## config.mk

```make
export PLATFORM = sky130hd
export DESIGN_NAME = control_fsm
export DESIGN_NICKNAME = d
export VERILOG_FILES = /design/src/rtl/control_fsm.sv
export SDC_FILE = /design/constraint.sdc
export NUM_CORES = 1
export LEC_CHECK = 0
export CAP_MARGIN = 10
export CELL_PAD_IN_SITES_DETAIL_PLACEMENT = 1
export CELL_PAD_IN_SITES_GLOBAL_PLACEMENT = 1
export CORE_ASPECT_RATIO = 0.8
export CORE_MARGIN = 5
export CORE_UTILIZATION = 35
export DETAILED_ROUTE_END_ITERATION = 10
export GPL_TIMING_DRIVEN = 0
export PLACE_DENSITY_LB_ADDON = 0.25
export REMOVE_ABC_BUFFERS = 1
export SKIP_LAST_GASP = 1
export SYNTH_ARGS = -nofsm -noshare
export SYNTH_HDL_FRONTEND = slang
export SYNTH_SLANG_ARGS = --single-unit
```

## constraint.sdc

```tcl
create_clock -name clock -period 5.4 [get_ports clock]
set_clock_uncertainty 0.1 [all_clocks]
set_input_delay 0.81 -clock clock [delete_from_list [all_inputs] [get_ports clock]]
set_output_delay 0.81 -clock clock [all_outputs]
set_load 0.01 [all_outputs]
```

## src/rtl/control_fsm.sv

```systemverilog
// control_fsm: multi-cycle RV32I sequencer (FETCH/DECODE/EXEC/MEM/WB/HALT); define ILLEGAL_TRAP_EN to trap unknown opcodes
module control_fsm #(
  parameter int TIMEOUT_CYCLES = 16,
  parameter int RETIRE_W       = 32
) (
  input  logic                clock,
  input  logic                reset,
  input  logic [6:0]          opcode,
  input  logic                branch_taken,
  input  logic                imem_ack,
  input  logic                dmem_ack,
  output logic                imem_req,
  output logic                ir_we,
  output logic                dmem_req,
  output logic                dmem_we,
  output logic                pc_we,
  output logic [1:0]          pc_sel,
  output logic                reg_we,
  output logic [1:0]          wb_sel,
  output logic                alu_src_imm,
  output logic                halted,
  output logic                bus_err,
  output logic                illegal,
  output logic [RETIRE_W-1:0] instret,
  output logic [2:0]          state_o
);
  localparam logic [6:0] OP_LUI   = 7'b0110111;
  localparam logic [6:0] OP_AUIPC = 7'b0010111;
  localparam logic [6:0] OP_JAL   = 7'b1101111;
  localparam logic [6:0] OP_JALR  = 7'b1100111;
  localparam logic [6:0] OP_BR    = 7'b1100011;
  localparam logic [6:0] OP_LD    = 7'b0000011;
  localparam logic [6:0] OP_ST    = 7'b0100011;
  localparam logic [6:0] OP_IMM   = 7'b0010011;
  localparam logic [6:0] OP_REG   = 7'b0110011;
  localparam logic [6:0] OP_SYS   = 7'b1110011;
  localparam int CW = TIMEOUT_CYCLES > 1 ? $clog2(TIMEOUT_CYCLES) : 1;
  localparam logic [CW-1:0] LIMIT = CW'(TIMEOUT_CYCLES > 0 ? TIMEOUT_CYCLES - 1 : 0);
`ifdef ILLEGAL_TRAP_EN
  localparam bit TRAP = 1'b1;
`else
  localparam bit TRAP = 1'b0;
`endif
  typedef enum logic [2:0] {
    FETCH  = 3'd0,
    DECODE = 3'd1,
    EXEC   = 3'd2,
    MEM    = 3'd3,
    WB     = 3'd4,
    HALT   = 3'd5
  } state_t;
  state_t        state;
  logic [6:0]    op_q;
  logic [CW-1:0] wcnt;
  logic          legal, is_sys, q_ld, q_st, q_br, waiting, timeout;
  logic [1:0]    jump_sel, res_sel;
  assign state_o = state;
  assign legal   = opcode inside {OP_LUI, OP_AUIPC, OP_JAL, OP_JALR, OP_BR, OP_LD, OP_ST, OP_IMM, OP_REG};
  assign is_sys  = opcode == OP_SYS;
  assign q_ld    = op_q == OP_LD;
  assign q_st    = op_q == OP_ST;
  assign q_br    = op_q == OP_BR;
  assign jump_sel = op_q == OP_JAL ? 2'b01 : op_q == OP_JALR ? 2'b10 : 2'b00;
  assign res_sel  = q_ld ? 2'b01 : (op_q == OP_JAL || op_q == OP_JALR) ? 2'b10 : 2'b00;
  assign waiting = (state == FETCH && !imem_ack) || (state == MEM && !dmem_ack);
  assign timeout = TIMEOUT_CYCLES != 0 && waiting && wcnt == LIMIT;
  // strobes and selects decoded from the current state; everything is quiet while reset is high
  always_comb begin
    imem_req    = 1'b0;
    ir_we       = 1'b0;
    dmem_req    = 1'b0;
    dmem_we     = 1'b0;
    pc_we       = 1'b0;
    reg_we      = 1'b0;
    pc_sel      = 2'b00;
    wb_sel      = 2'b00;
    alu_src_imm = !(op_q == OP_REG || op_q == OP_BR);
    if (!reset) begin
      case (state)
        FETCH: begin
          imem_req = 1'b1;
          ir_we    = imem_ack;
        end
        DECODE: pc_we = !TRAP && !legal && !is_sys;
        EXEC: begin
          pc_we  = q_br;
          pc_sel = q_br ? {1'b0, branch_taken} : jump_sel;
          wb_sel = res_sel;
        end
        MEM: begin
          dmem_req = 1'b1;
          dmem_we  = q_st;
          pc_we    = q_st && dmem_ack;
          pc_sel   = jump_sel;
          wb_sel   = res_sel;
        end
        WB: begin
          reg_we = 1'b1;
          pc_we  = 1'b1;
          pc_sel = jump_sel;
          wb_sel = res_sel;
        end
        default: ;
      endcase
    end
  end
  // state sequencing, wait counter, retire counter and sticky status flags
  always_ff @(posedge clock or posedge reset) begin
    if (reset) begin
      state   <= FETCH;
      op_q    <= '0;
      wcnt    <= '0;
      instret <= '0;
      halted  <= 1'b0;
      bus_err <= 1'b0;
`ifdef ILLEGAL_TRAP_EN
      illegal <= 1'b0;
`endif
    end else begin
      wcnt <= waiting ? wcnt + CW'(1) : '0;
      if (pc_we) instret <= instret + RETIRE_W'(1);
      case (state)
        FETCH: state <= imem_ack ? DECODE : FETCH;
        DECODE: begin
          op_q   <= opcode;
          state  <= legal ? EXEC : (is_sys || TRAP) ? HALT : FETCH;
          halted <= halted | is_sys | (TRAP & !legal);
`ifdef ILLEGAL_TRAP_EN
          illegal <= illegal | (!legal && !is_sys);
`endif
        end
        EXEC:    state <= (q_ld || q_st) ? MEM : q_br ? FETCH : WB;
        MEM:     state <= dmem_ack ? (q_ld ? WB : FETCH) : MEM;
        WB:      state <= FETCH;
        default: state <= HALT;
      endcase
      if (timeout) begin
        state   <= HALT;
        halted  <= 1'b1;
        bus_err <= 1'b1;
      end
    end
  end
`ifndef ILLEGAL_TRAP_EN
  assign illegal = 1'b0;
`endif
endmodule

```

======== Word level (Yosys, flattened, before mapping) ========
Cells that the tools add are included.
operators by class
  muxes and demuxes ....................... 33
  reduce and logical (&&, ||, !) cells .... 19
  bitwise logic cells ..................... 1
  add/sub/neg operators ................... 2
  equality and inequality tests ........... 21
operators with widths
  cell                     count
  $eq A7 B7 Y1 const B     7
  $eq A7 B6 Y1 const B     5
  $add A32 B1 Y32 const B  1
  $mux W3                  7
  $mux W2                  8
  $pmux W3 S5              1
  $eq A7 B2 Y1 const B     2
  $eq A7 B5 Y1 const B     2
  $mux W1                  14
  $reduce_bool A9 Y1       1
  $eq A3 B2 Y1 const B     2
  $logic_and A1 B1 Y1      5
  $logic_not A1 Y1         5
  $add A4 B1 Y4 const B    1
  $eq A4 B4 Y1 const B     1
  $logic_or A1 B1 Y1       4
  $mux W4                  1
  $pmux W1 S4              1
  $pmux W2 S2              1
  $eq A3 B1 Y1 const B     1
  $eq A3 B3 Y1 const B     1
  $logic_not A3 Y1         1
  $reduce_or A3 Y1         1
  $reduce_bool A2 Y1       1
  other kinds (2)          2
word-level totals
  bits in registers ....................... 48
  word-level logic and storage cells ...... 82
  output and inout bits ................... 49
  input port bits ......................... 12

======== Longest topological paths before layout ========
  depth in word-level cells ............... 6
  depth in mapped cells ................... 8
  gate-level depth less buffers ........... 7

======== Worst setup path after synthesis ========
No wires, ideal clock.
  path kind ............................... input to output
  from .................................... input port reset
  to ...................................... output port wb_sel[0]
  required time ........................... 4,490 ps
  arrival ................................. 2,515 ps
  path buffers ............................ 0
  setup slack ............................. 1,975 ps
  stages .................................. 3
  cell sequence ........................... inv_1 > nand2_1 > nor4_1
on the way
  cells in the longest elaborated chain, start to end .. 1
ends and longest elaborated chain
  element          RTL line  source
  start, declared  7         input logic reset,
  $mux W2          78        if (!reset) begin
  end, declared    19        output logic [1:0] wb_sel,
No other way between the ends.

======== Final worst setup path ========
  from .................................... input port reset
  to ...................................... output port pc_we
on the way
  cells in the longest elaborated chain, start to end .. 1
ends and longest elaborated chain
  element        RTL line  source
  $mux W1        78
  end, declared  16        output logic pc_we,
No other way between the ends.

==> flow_summary.json <==
{
  "dp_cells": 399,
  "syn_area_um2": 2510,
  "hold_buffers": 0,
  "io_buffers": 59,
  "cts_setup_buffers": 0,
  "grt_antenna_before_repair": 0,
  "crit_required_ns": 4.49,
  "ys_seq_elements": 48,
  "start_kind": "primary input",
  "r2r_end": "instret[1]",
  "synthDistinctLibCells": 45,
  "fin_ws_ns": 1.00,
  "grt_max_degree": 38,
  "synth_top_family_by_area": "simple AND/OR/NAND/NOR gates",
  "clock_sinks": 48,
  "fmax_ghz": 0.227,
  "final_cell_mix": "59 x clkdlybuf4s50_1, 48 x dfrtp_1, 41 x nand2_1",
  "cellLeakagePower_nw": 1.42,
  "synth_xor_area_frac": 0.119,
  "rsz0062_at_grt": "false",
  "dieWidth_um": 105,
  "relSlewSlack": 0.138,
  "rrSetupSlack_ns": 2.73,
  "postPlaceCellArea_um2": 3180,
  "tns_ns": 0,
  "seq_area_um2": 1200,
  "hpwl_um": 4970,
  "worst_r2r_path_depth": 6,
  "power_density_nw_per_um2": 297,
  "rr_startpoint": "state_o[0]",
  "period_share": 0.814,
  "end_kind": "output pin",
  "crit_path_end": "pc_we",
  "core_um2": 6930,
  "drc": 0,
  "synth_compound_area_frac": 0.0629,
  "clock_latency_ns": 0.31,
  "boundaryPins": 61,
  "startpoint": "reset",
  "grt_pass1_wl_um": 11300,
  "cts_tree": "yes",
  "finalSetupViolations": 0,
  "final_cells": 407,
  "gp_congestion": 0.798,
  "post_synth_fa_ha_maj_area_fraction": 0.00998,
  "drt_iter0_markers": 77,
  "wire_per_inst_um": 16.5,
  "worstMarginPinSlew_ns": 1.29,
  "synthSimpleGateAreaFrac": 0.292,
  "cts_max_level": 2,
  "post_cts_resized": 0,
  "cts_max_path_buffers": 2,
  "arrival_ns": 3.49,
  "critPathMaxFanout": 18,
  "slew_viol_final": 0,
  "vias": 2084,
  "layout_commonest_cell": "clkdlybuf4s50_1",
  "wl_um": 6700,
  "yosysWarnings": 0,
  "clkTransAtPathRegs_ns": 0.08,
  "std_cell_rows": 27,
  "synth.area.mux_share": 0.00449,
  "synth_seq_area_share": 0.479,
  "grt_pass1_vias": 2216,
  "avgSynthCellArea_um2": 9.61,
  "hold_viol": 0,
  "chipHeight_um": 85.7,
  "initial_utilization": 0.362,
  "area_growth_pct": 30.6,
  "cts_buffers": 5,
  "fin_crit_ns": 4.40,
  "fin_nets": 333,
  "grt_use_total": 0.152,
  "vdd_drop_max_mv": 0.221,
  "dieArea_um2": 8970,
  "grt-ovfl-total": 0,
  "path_class": "in2out",
  "num-fill-cells": 801,
  "via_per_inst": 5.12,
  "fin_area_um2": 3270,
  "syn_inst": 261,
  "holdCritPathClass": "reg2reg",
  "drive_gt1_frac": 0.0719,
  "drv_cap": 0,
  "antenna_cells": 0,
  "run_status": "completed",
  "dp_slack_ns": 0.931,
  "ctsRootBufferMaster": "clkbuf_8",
  "dr.pass1.iters": 4,
  "multi_input_area_um2": 1230,
  "postRouteAntennaNets": 0
}
## cells by family (layout without fill, tap and decap cells)
logic type               after synthesis  after routing
AO/OA/AOI/OAI                         24             24
XOR/XNOR                              34             34
adder cells (fa/ha/maj)                2              2
buffers and inverters                 17             76
flip-flops                            48             48
multiplexers                           1              1
other                                  1              1
AND/OR/NAND/NOR                      134            134
## Yosys cell counts, drive strengths merged
cell,instances,area [µm²]
clkbuf,4,15.0
o211ai,1,7.51
and4,1,11.3
a41o,1,10.0
ha,2,25.0
xor2,17,149
o21ai,6,30.0
or2,1,6.26
a211oi,1,12.5
and3b,2,17.5
a21o,2,15.0
nand2,42,165
nor2,20,75.1
a22oi,1,7.51
nor2b,5,31.3
conb,1,3.75
and3,5,31.3
dfrtp,48,1200
and2,3,18.8
a21oi,8,43.8
inv,8,30.0
o22ai,1,6.26
xnor2,17,149
nand4b,1,8.76
mux2,1,11.3
a21boi,1,7.51
o2111ai,2,17.5
nor4,7,58.8
nor3b,2,20.0
or3b,1,8.76
nor4b,2,23.8
buf,5,33.8
nor3,13,80.1
nand3,15,87.6
nand2b,2,12.5
nand4,12,75.1
## worst min-delay path by stage
stage,startpoint,end,slack [ns],cells past startpoint
after global placement,wcnt[0],wcnt[0],0.35,1
after floorplan,wcnt[0],wcnt[0],0.33,1
after detailed placement,bus_err,bus_err,0.36,1
after global routing,bus_err,bus_err,0.39,1
after CTS,bus_err,bus_err,0.38,1
final,bus_err,bus_err,0.37,1
## registers in the layout, summed over array words and instances, names as in the netlist
name and cells:
wcnt 4, instret 32, state_o 3, bus_err 1
op_q 7, halted 1
## layer usage
layer,wire (µm),GRT usage
met3,278,0.0436
met4,57,0.0314
met2,3150,0.251
met5,0,0
met1,3220,0.201
## where the power goes
| part | switching (mW) | internal [mW] | leakage (nW) |
|---|---|---|---|
| registers | 0.0823 | 0.414 | 0.615 |
| logic | 0.117 | 0.130 | 0.749 |
| clock network | 0.124 | 0.105 | 0.0516 |
| total | 0.323 | 0.649 | 1.42 |
## critical path: stages
cell,delay [ns]
clkdlybuf4s50_1,0.64
inv_2,0.22
nand3_1,0.24
nand2_1,0.09
a21oi_2,0.75
inv_1,0.19
clkdlybuf4s50_1,0.54
## stage by stage
step / util / total power [mW] / hold slack (ns)
finish: 0.473 / 0.972 / 0.369
global route: 0.473 / 1.04 / 0.387
CTS: 0.473 / 0.987 / 0.378
detailed placement: 0.459 / 0.754 / 0.358
global placement: 0.456 / 0.742 / 0.349
floorplan: - / 0.610 / 0.329
## area by class of cell
cell class | instances | share of cell area
flip-flops and latches | 48 | 0.367
well taps | 87 | 0.0332
multi-input cells | 196 | 0.375
inverters | 8 | 0.00917
clock buffers | 6 | 0.0252
clock inverters | 2 | 0.00420
repair buffers | 60 | 0.186
No activity file was read; power rests on OpenSTA's default activity.
